`src/rtl/multicycle_controller.sv`:
```
// -----------------------------------------------------------------------------
// multicycle_controller
//
// Control FSM for the 8-bit accumulator datapath. Fetches two-byte
// instructions ({opcode, addr_hi} then addr_lo), decodes them and sequences
// the single memory operation each one needs. Every datapath register write
// enable, the memory request and the mux/ALU selects are produced here.
//
// Only the state register and the wait counter are registered. All outputs
// are decoded combinationally from the state, opcode, zero and mem_ready.
// Memory completes a transaction in any cycle where mem_req and mem_ready
// are both high, so the completing enables line up with that same cycle.
//
// A watchdog counts consecutive mem_ready-low cycles within one memory
// transaction. Once WAIT_MAX of them have passed and memory is still not
// ready, the controller parks in ERR until reset. WAIT_MAX = 0 disables it.
//
// Ports:
//   clk        in   1  clock, rising edge
//   rst        in   1  asynchronous reset, active low
//   run        in   1  permits fetching new instructions (sampled at
//                      instruction boundaries only)
//   opcode     in   3  output of the opcode register
//   zero       in   1  accumulator == 0
//   mem_ready  in   1  memory completes the current transaction
//   mem_req    out  1  memory transaction request
//   mem_we     out  1  1 = write, 0 = read
//   iord       out  1  memory address select: 0 = PC, 1 = {addr_hi, addr_lo}
//   opc_wen    out  1  opcode register write enable
//   adrh_wen   out  1  address-high register write enable
//   adrl_wen   out  1  address-low register write enable
//   pc_wen     out  1  PC write enable
//   pc_src     out  1  PC next value: 0 = PC+1, 1 = target address
//   acc_wen    out  1  accumulator write enable
//   alu_op     out  3  ALU function (opcode while acc_wen=1, else 0)
//   busy       out  1  high in every state except IDLE and ERR
//   err        out  1  high in ERR only
// -----------------------------------------------------------------------------
module multicycle_controller #(
    parameter int unsigned WAIT_MAX = 15,
    parameter int unsigned CNT_W    = 4
) (
    input  logic       clk,
    input  logic       rst,
    input  logic       run,
    input  logic [2:0] opcode,
    input  logic       zero,
    input  logic       mem_ready,
    output logic       mem_req,
    output logic       mem_we,
    output logic       iord,
    output logic       opc_wen,
    output logic       adrh_wen,
    output logic       adrl_wen,
    output logic       pc_wen,
    output logic       pc_src,
    output logic       acc_wen,
    output logic [2:0] alu_op,
    output logic       busy,
    output logic       err
);

    // Opcode map
    localparam logic [2:0] OP_LOAD  = 3'b000;
    localparam logic [2:0] OP_STORE = 3'b001;
    localparam logic [2:0] OP_ADD   = 3'b010;
    localparam logic [2:0] OP_SUB   = 3'b011;
    localparam logic [2:0] OP_AND   = 3'b100;
    localparam logic [2:0] OP_NOT   = 3'b101;
    localparam logic [2:0] OP_JMP   = 3'b110;
    localparam logic [2:0] OP_JZ    = 3'b111;

    // Watchdog limit at counter width; a zero limit switches the check off.
    localparam logic [CNT_W-1:0] WAIT_MAX_C = CNT_W'(WAIT_MAX);
    localparam logic             WD_EN      = (WAIT_MAX > 0);

    typedef enum logic [2:0] {
        S_IDLE     = 3'd0,
        S_FETCH_HI = 3'd1,
        S_FETCH_LO = 3'd2,
        S_DECODE   = 3'd3,
        S_MEM_RD   = 3'd4,
        S_MEM_WR   = 3'd5,
        S_ERR      = 3'd6
    } state_t;

    state_t           state_r;
    state_t           state_next_s;
    logic [CNT_W-1:0] cnt_r;
    logic [CNT_W-1:0] cnt_next_s;
    logic             req_state_s;
    logic             timeout_s;
    logic             next_instr_s;

    // States that hold a memory request open
    assign req_state_s = (state_r == S_FETCH_HI) || (state_r == S_FETCH_LO) ||
                         (state_r == S_MEM_RD)   || (state_r == S_MEM_WR);

    // Memory still not ready after WAIT_MAX low cycles already counted.
    // A ready in the same cycle wins, so mem_ready is part of the term.
    assign timeout_s = WD_EN && req_state_s && !mem_ready && (cnt_r == WAIT_MAX_C);

    // Where to go at an instruction boundary: run is only looked at here
    assign next_instr_s = run;

    // State register and wait counter, asynchronously cleared by reset
    always_ff @(posedge clk or negedge rst) begin
        if (!rst) begin
            state_r <= S_IDLE;
            cnt_r   <= '0;
        end else begin
            state_r <= state_next_s;
            cnt_r   <= cnt_next_s;
        end
    end

    // Wait counter: counts stalled request cycles. Every request state is
    // entered either from a non-request state or from a completion, both of
    // which leave the counter at zero, so clearing on "not stalled" covers
    // both the entry and the completion clear.
    always_comb begin
        cnt_next_s = '0;
        if (req_state_s && !mem_ready && !timeout_s) begin
            cnt_next_s = cnt_r + CNT_W'(1);
        end else begin
            cnt_next_s = '0;
        end
    end

    // Next-state and output decode
    always_comb begin
        state_next_s = state_r;
        mem_req      = 1'b0;
        mem_we       = 1'b0;
        iord         = 1'b0;
        opc_wen      = 1'b0;
        adrh_wen     = 1'b0;
        adrl_wen     = 1'b0;
        pc_wen       = 1'b0;
        pc_src       = 1'b0;
        acc_wen      = 1'b0;
        busy         = 1'b0;
        err          = 1'b0;

        case (state_r)
            S_IDLE: begin
                if (run) begin
                    state_next_s = S_FETCH_HI;
                end else begin
                    state_next_s = S_IDLE;
                end
            end

            // First instruction byte: opcode and address-high, PC advances
            S_FETCH_HI: begin
                busy    = 1'b1;
                mem_req = 1'b1;
                if (mem_ready) begin
                    opc_wen      = 1'b1;
                    adrh_wen     = 1'b1;
                    pc_wen       = 1'b1;
                    state_next_s = S_FETCH_LO;
                end else if (timeout_s) begin
                    state_next_s = S_ERR;
                end else begin
                    state_next_s = S_FETCH_HI;
                end
            end

            // Second instruction byte: address-low, PC advances again
            S_FETCH_LO: begin
                busy    = 1'b1;
                mem_req = 1'b1;
                if (mem_ready) begin
                    adrl_wen     = 1'b1;
                    pc_wen       = 1'b1;
                    state_next_s = S_DECODE;
                end else if (timeout_s) begin
                    state_next_s = S_ERR;
                end else begin
                    state_next_s = S_FETCH_LO;
                end
            end

            // Register-only instructions finish here; memory ones move on
            S_DECODE: begin
                busy = 1'b1;
                case (opcode)
                    OP_JMP: begin
                        pc_wen       = 1'b1;
                        pc_src       = 1'b1;
                        state_next_s = next_instr_s ? S_FETCH_HI : S_IDLE;
                    end
                    OP_JZ: begin
                        pc_wen       = zero;
                        pc_src       = 1'b1;
                        state_next_s = next_instr_s ? S_FETCH_HI : S_IDLE;
                    end
                    OP_NOT: begin
                        acc_wen      = 1'b1;
                        state_next_s = next_instr_s ? S_FETCH_HI : S_IDLE;
                    end
                    OP_STORE: begin
                        state_next_s = S_MEM_WR;
                    end
                    OP_LOAD, OP_ADD, OP_SUB, OP_AND: begin
                        state_next_s = S_MEM_RD;
                    end
                    default: begin
                        state_next_s = S_ERR;
                    end
                endcase
            end

            // Operand read; the accumulator captures the ALU result on ready
            S_MEM_RD: begin
                busy    = 1'b1;
                mem_req = 1'b1;
                iord    = 1'b1;
                if (mem_ready) begin
                    acc_wen      = 1'b1;
                    state_next_s = next_instr_s ? S_FETCH_HI : S_IDLE;
                end else if (timeout_s) begin
                    state_next_s = S_ERR;
                end else begin
                    state_next_s = S_MEM_RD;
                end
            end

            // Accumulator store; no register changes on completion
            S_MEM_WR: begin
                busy    = 1'b1;
                mem_req = 1'b1;
                mem_we  = 1'b1;
                iord    = 1'b1;
                if (mem_ready) begin
                    state_next_s = next_instr_s ? S_FETCH_HI : S_IDLE;
                end else if (timeout_s) begin
                    state_next_s = S_ERR;
                end else begin
                    state_next_s = S_MEM_WR;
                end
            end

            // Sticky until reset; run and mem_ready are ignored
            S_ERR: begin
                err          = 1'b1;
                state_next_s = S_ERR;
            end

            // Unreachable encoding: treat as a fault and park in ERR
            default: begin
                state_next_s = S_ERR;
            end
        endcase

        // ALU function only matters while the accumulator is written
        if (acc_wen) begin
            alu_op = opcode;
        end else begin
            alu_op = 3'b000;
        end
    end

endmodule

```
`config.mk`:
```
export PLATFORM = sky130hd
export DESIGN_NAME = multicycle_controller
export DESIGN_NICKNAME = d
export VERILOG_FILES = /design/src/rtl/multicycle_controller.sv
export SDC_FILE = /design/constraint.sdc
export NUM_CORES = 1
export LEC_CHECK = 0
export ABC_AREA = 1
export BUFFER_PORTS_ARGS = -buffer_cell sky130_fd_sc_hd__buf_4
export CORE_AREA = 8 8 45 47
export CTS_BUF_LIST = sky130_fd_sc_hd__clkbuf_16
export CTS_CLUSTER_DIAMETER = 200
export DETAILED_ROUTE_END_ITERATION = 7
export DIE_AREA = 0 0 53 55
export PLACE_DENSITY = 0.79
export SLEW_MARGIN = 20
export SYNTH_ARGS = -nofsm -noshare
export SYNTH_HDL_FRONTEND = slang
export SYNTH_SLANG_ARGS = --single-unit
```
`constraint.sdc`:
```
create_clock -name clk -period 1.3 [get_ports clk]
set_input_delay 0.065 -clock clk [delete_from_list [all_inputs] [get_ports clk]]
set_output_delay 0.065 -clock clk [all_outputs]
set_load 0.005 [all_outputs]
```
==> flow_metrics.py <==
metrics = {
    "timing": {
        "setup_slack_ps": -66.0,
        "clock.fmax_ghz": 0.732,
        "finalCriticalPeriod_ps": 1370,
        "clock_skew_ps": 1.90,
        "worstMarginPinSlew_ps": 329,
        "finalSetupTns_ps": -219,
        "final.period_utilization": 1.05,
        "hold_viol": 0,
        "timing.final.max_slew_violations": 0,
        "rsz0062_at_grt": "yes",
        "setup_violations": 6,
        "maxSlewHeadroom": 0.781,
    },
    "floorplanning": {
        "core.rowCount": 14,
        "fp.dieArea_um2": 2920,
        "initial_core_util": 0.389,
        "die_w_um": 53,
        "die_h_um": 55,
        "io_pins": 22,
        "core-area_um2": 1380,
    },
    "global_routing": {
        "grt_pass1_vias": 655,
        "antenna_found_initial": 0,
        "grt_pass1_wl_um": 2660,
        "track_usage": 0.122,
        "grt_overflow": 0,
        "grt_max_degree": 9,
    },
    "yosys": {
        "yosys_warnings": 0,
        "syn-num-nets": 92,
        "avgSynthCellArea_um2": 6.48,
        "synthArstFlopShare": 1.00,
        "synth.distinct_cells": 18,
        "synth-edff-count": 0,
        "synth_commonest_cells": "inv_1 (18), nor2_1 (17), nand2_1 (14)",
        "netlist_instances": 83,
        "yosysMostFrequentCell": "inv_1",
        "syn_area_um2": 538,
        "synthFlopType": "dfrtp_1",
        "ys_ff_latch": 7,
        "ys_seq_area_frac": 0.326,
        "yosysTopAreaCell": "dfrtp_1",
        "synth_top_area_frac": 0.326,
        "synthTopCellsByArea": "dfrtp_1 (33%), inv_1 (13%), nor2_1 (12%)",
    },
    "routing": {
        "drt_first_pass_iters": 4,
        "num_vias": 648,
        "drt_iter0_drc": 9,
        "wl_per_cell_um": 12.8,
        "drt_wl_total_um": 1660,
        "drc": 0,
        "drt-vias-per-instance": 4.98,
        "antenna_left": 0,
    },
    "placed_design": {
        "dpl.hpwl_um": 1200,
        "io_buffers": 21,
        "gp_congestion": 0.918,
        "dpl_worst_slack_ps": 86.5,
        "placed_area_um2": 708,
    },
    "setup_path": {
        "critical_path.top_delay_family": "flip-flops",
        "reg2reg_depth": 7,
        "crit_path_end_kind": "primary output",
        "timing.rr.start": "state_r[2]",
        "required_ps": 1240,
        "startpoint_type": "flop",
        "critPathBufInv": 2,
        "max_stage_delay_ps": 450,
        "crit_slowest_cell": "dfrtp_2",
        "path_class": "reg -> out",
        "cp.depth": 5,
        "startpoint": "state_r[2]",
        "cp.arrival_ps": 1300,
        "crit_path_max_fanout": 5,
        "cpMostUsedCell": "nand3_2",
        "crit_chain": "inv_2, nand3_2, nand3_2, or2_1, buf_4",
    },
    "cells_and_area": {
        "drive_gt1_frac": 0.430,
        "syn_to_final_growth_pct": 67.7,
        "final_net_count": 124,
        "fin_area_um2": 902,
        "diodes": 0,
    },
    "hold_path": {
        "holdPathStages": 3,
        "hold_class": "in -> reg",
        "min-delay-start": "mem_ready",
    },
    "power_and_ir_drop": {
        "p_sw_mw": 0.728,
        "sw_frac_of_total": 0.379,
        "internal_power_mw": 1.19,
        "p_clk_frac": 0.271,
        "leakagePower_nw": 0.526,
        "powerDensity_nw_per_um2": 2130,
        "power_frac_seq": 0.215,
        "combPwrFrac": 0.513,
        "peakVddDrop_uv": 920,
    },
    "clocking": {
        "cts_sinks": 7,
        "cts_max_level": 1,
        "clockBufferDepth": 2,
        "cts_made_buffers": 3,
        "clk_pin_slew_worst_paths_ps": 40,
        "clockRootBuffer": "clkbuf_16",
        "cts_tree": "yes",
        "clk_latency_ps": 230,
    },
    "status": {
        "status": "complete, but fails checks",
        "failed_checks": "negative setup slack",
    },
    "run": {
        "maxCapViolCount": 0,
    },
}
## final cells by class
class,instances,area [um2]
clock buffer,3,75.1
timing repair buffer,28,213
clock inverter,1,3.75
tap,16,20.0
fill,119,482
sequential,7,179
multi-input combinational,57,344
inverter,18,67.6
## power by group through the flow
stage / logic [mW] / clock network [mW] / registers, mW
after floorplan: 0.429 / 0 / 0.360
after global placement: 0.725 / 0 / 0.376
after CTS: 0.924 / 0.525 / 0.401
after global routing: 1.08 / 0.534 / 0.426
final: 0.984 / 0.521 / 0.413
after detailed placement: 0.730 / 0 / 0.381
## sequential cells by signal (all words and copies together) (netlist names)
name and cells:
state_r 3, cnt_r 4
## placed cells by master, fill, tap and decap left out, drive strengths merged
cell	count
nand3	13
xor2	1
inv	19
nand2	14
a31oi	1
xnor2	1
ha	1
clkbuf	3
or2	1
nor2	18
dfrtp	7
o21ai	4
a21oi	2
dlygate4sd3	1
buf	27
o211ai	1
## cells by family after synthesis
family,count (synthesis),synth area share
DFF,7,0.326
AOI/OAI and AO/OA,8,0.100
buffers and inverters,19,0.140
adders and majority gates,1,0.0233
and+or+nand+nor,46,0.379
xor gates and xnor gates,2,0.0326
## metal layers
layer / global-route usage / vias up / routed length, um
met5: 0 / - / 0
met4: 0.0776 / 0 / 41
met3: 0.0508 / 7 / 155
met2: 0.205 / 25 / 791
met1: 0.123 / 297 / 671
li1: - / 319 / -
## per-stage QoR
stage               hold WS, ps  cells  total power [mW]  utilization
floorplan                  -231     83             0.790            -
global placement           -120    119              1.10        0.512
detailed placement         -119    119              1.11        0.512
CTS                         133    129              1.85        0.632
global route                160    130              2.04        0.652
finish                      135    130              1.92        0.652
## worst paths after layout
path	to	slack (ps)
max in group asynchronous	state_r[0]	980
worst min-delay path	state_r[1]	130
min in group asynchronous	cnt_r[1]	190
worst max register to register	state_r[0]	50
worst max-delay path	busy	-70
worst min register to register	cnt_r[0]	460
## timing repair
item                                    4_1_cts  5_1_grt
endpoints found under the hold margin         7        0
pin swaps                                     5        5
setup buffers                                 5        1
hold buffers                                  1        0
endpoints found under the setup margin        7       18
gates resized for setup                      12        7
cloned                                        0        0
## tightest hold or removal path, cell delays in order
cell and delay [ps]:
buf_4 110, o21ai_0 80, nand3_1 70
No activity file was read; power rests on OpenSTA's default activity.
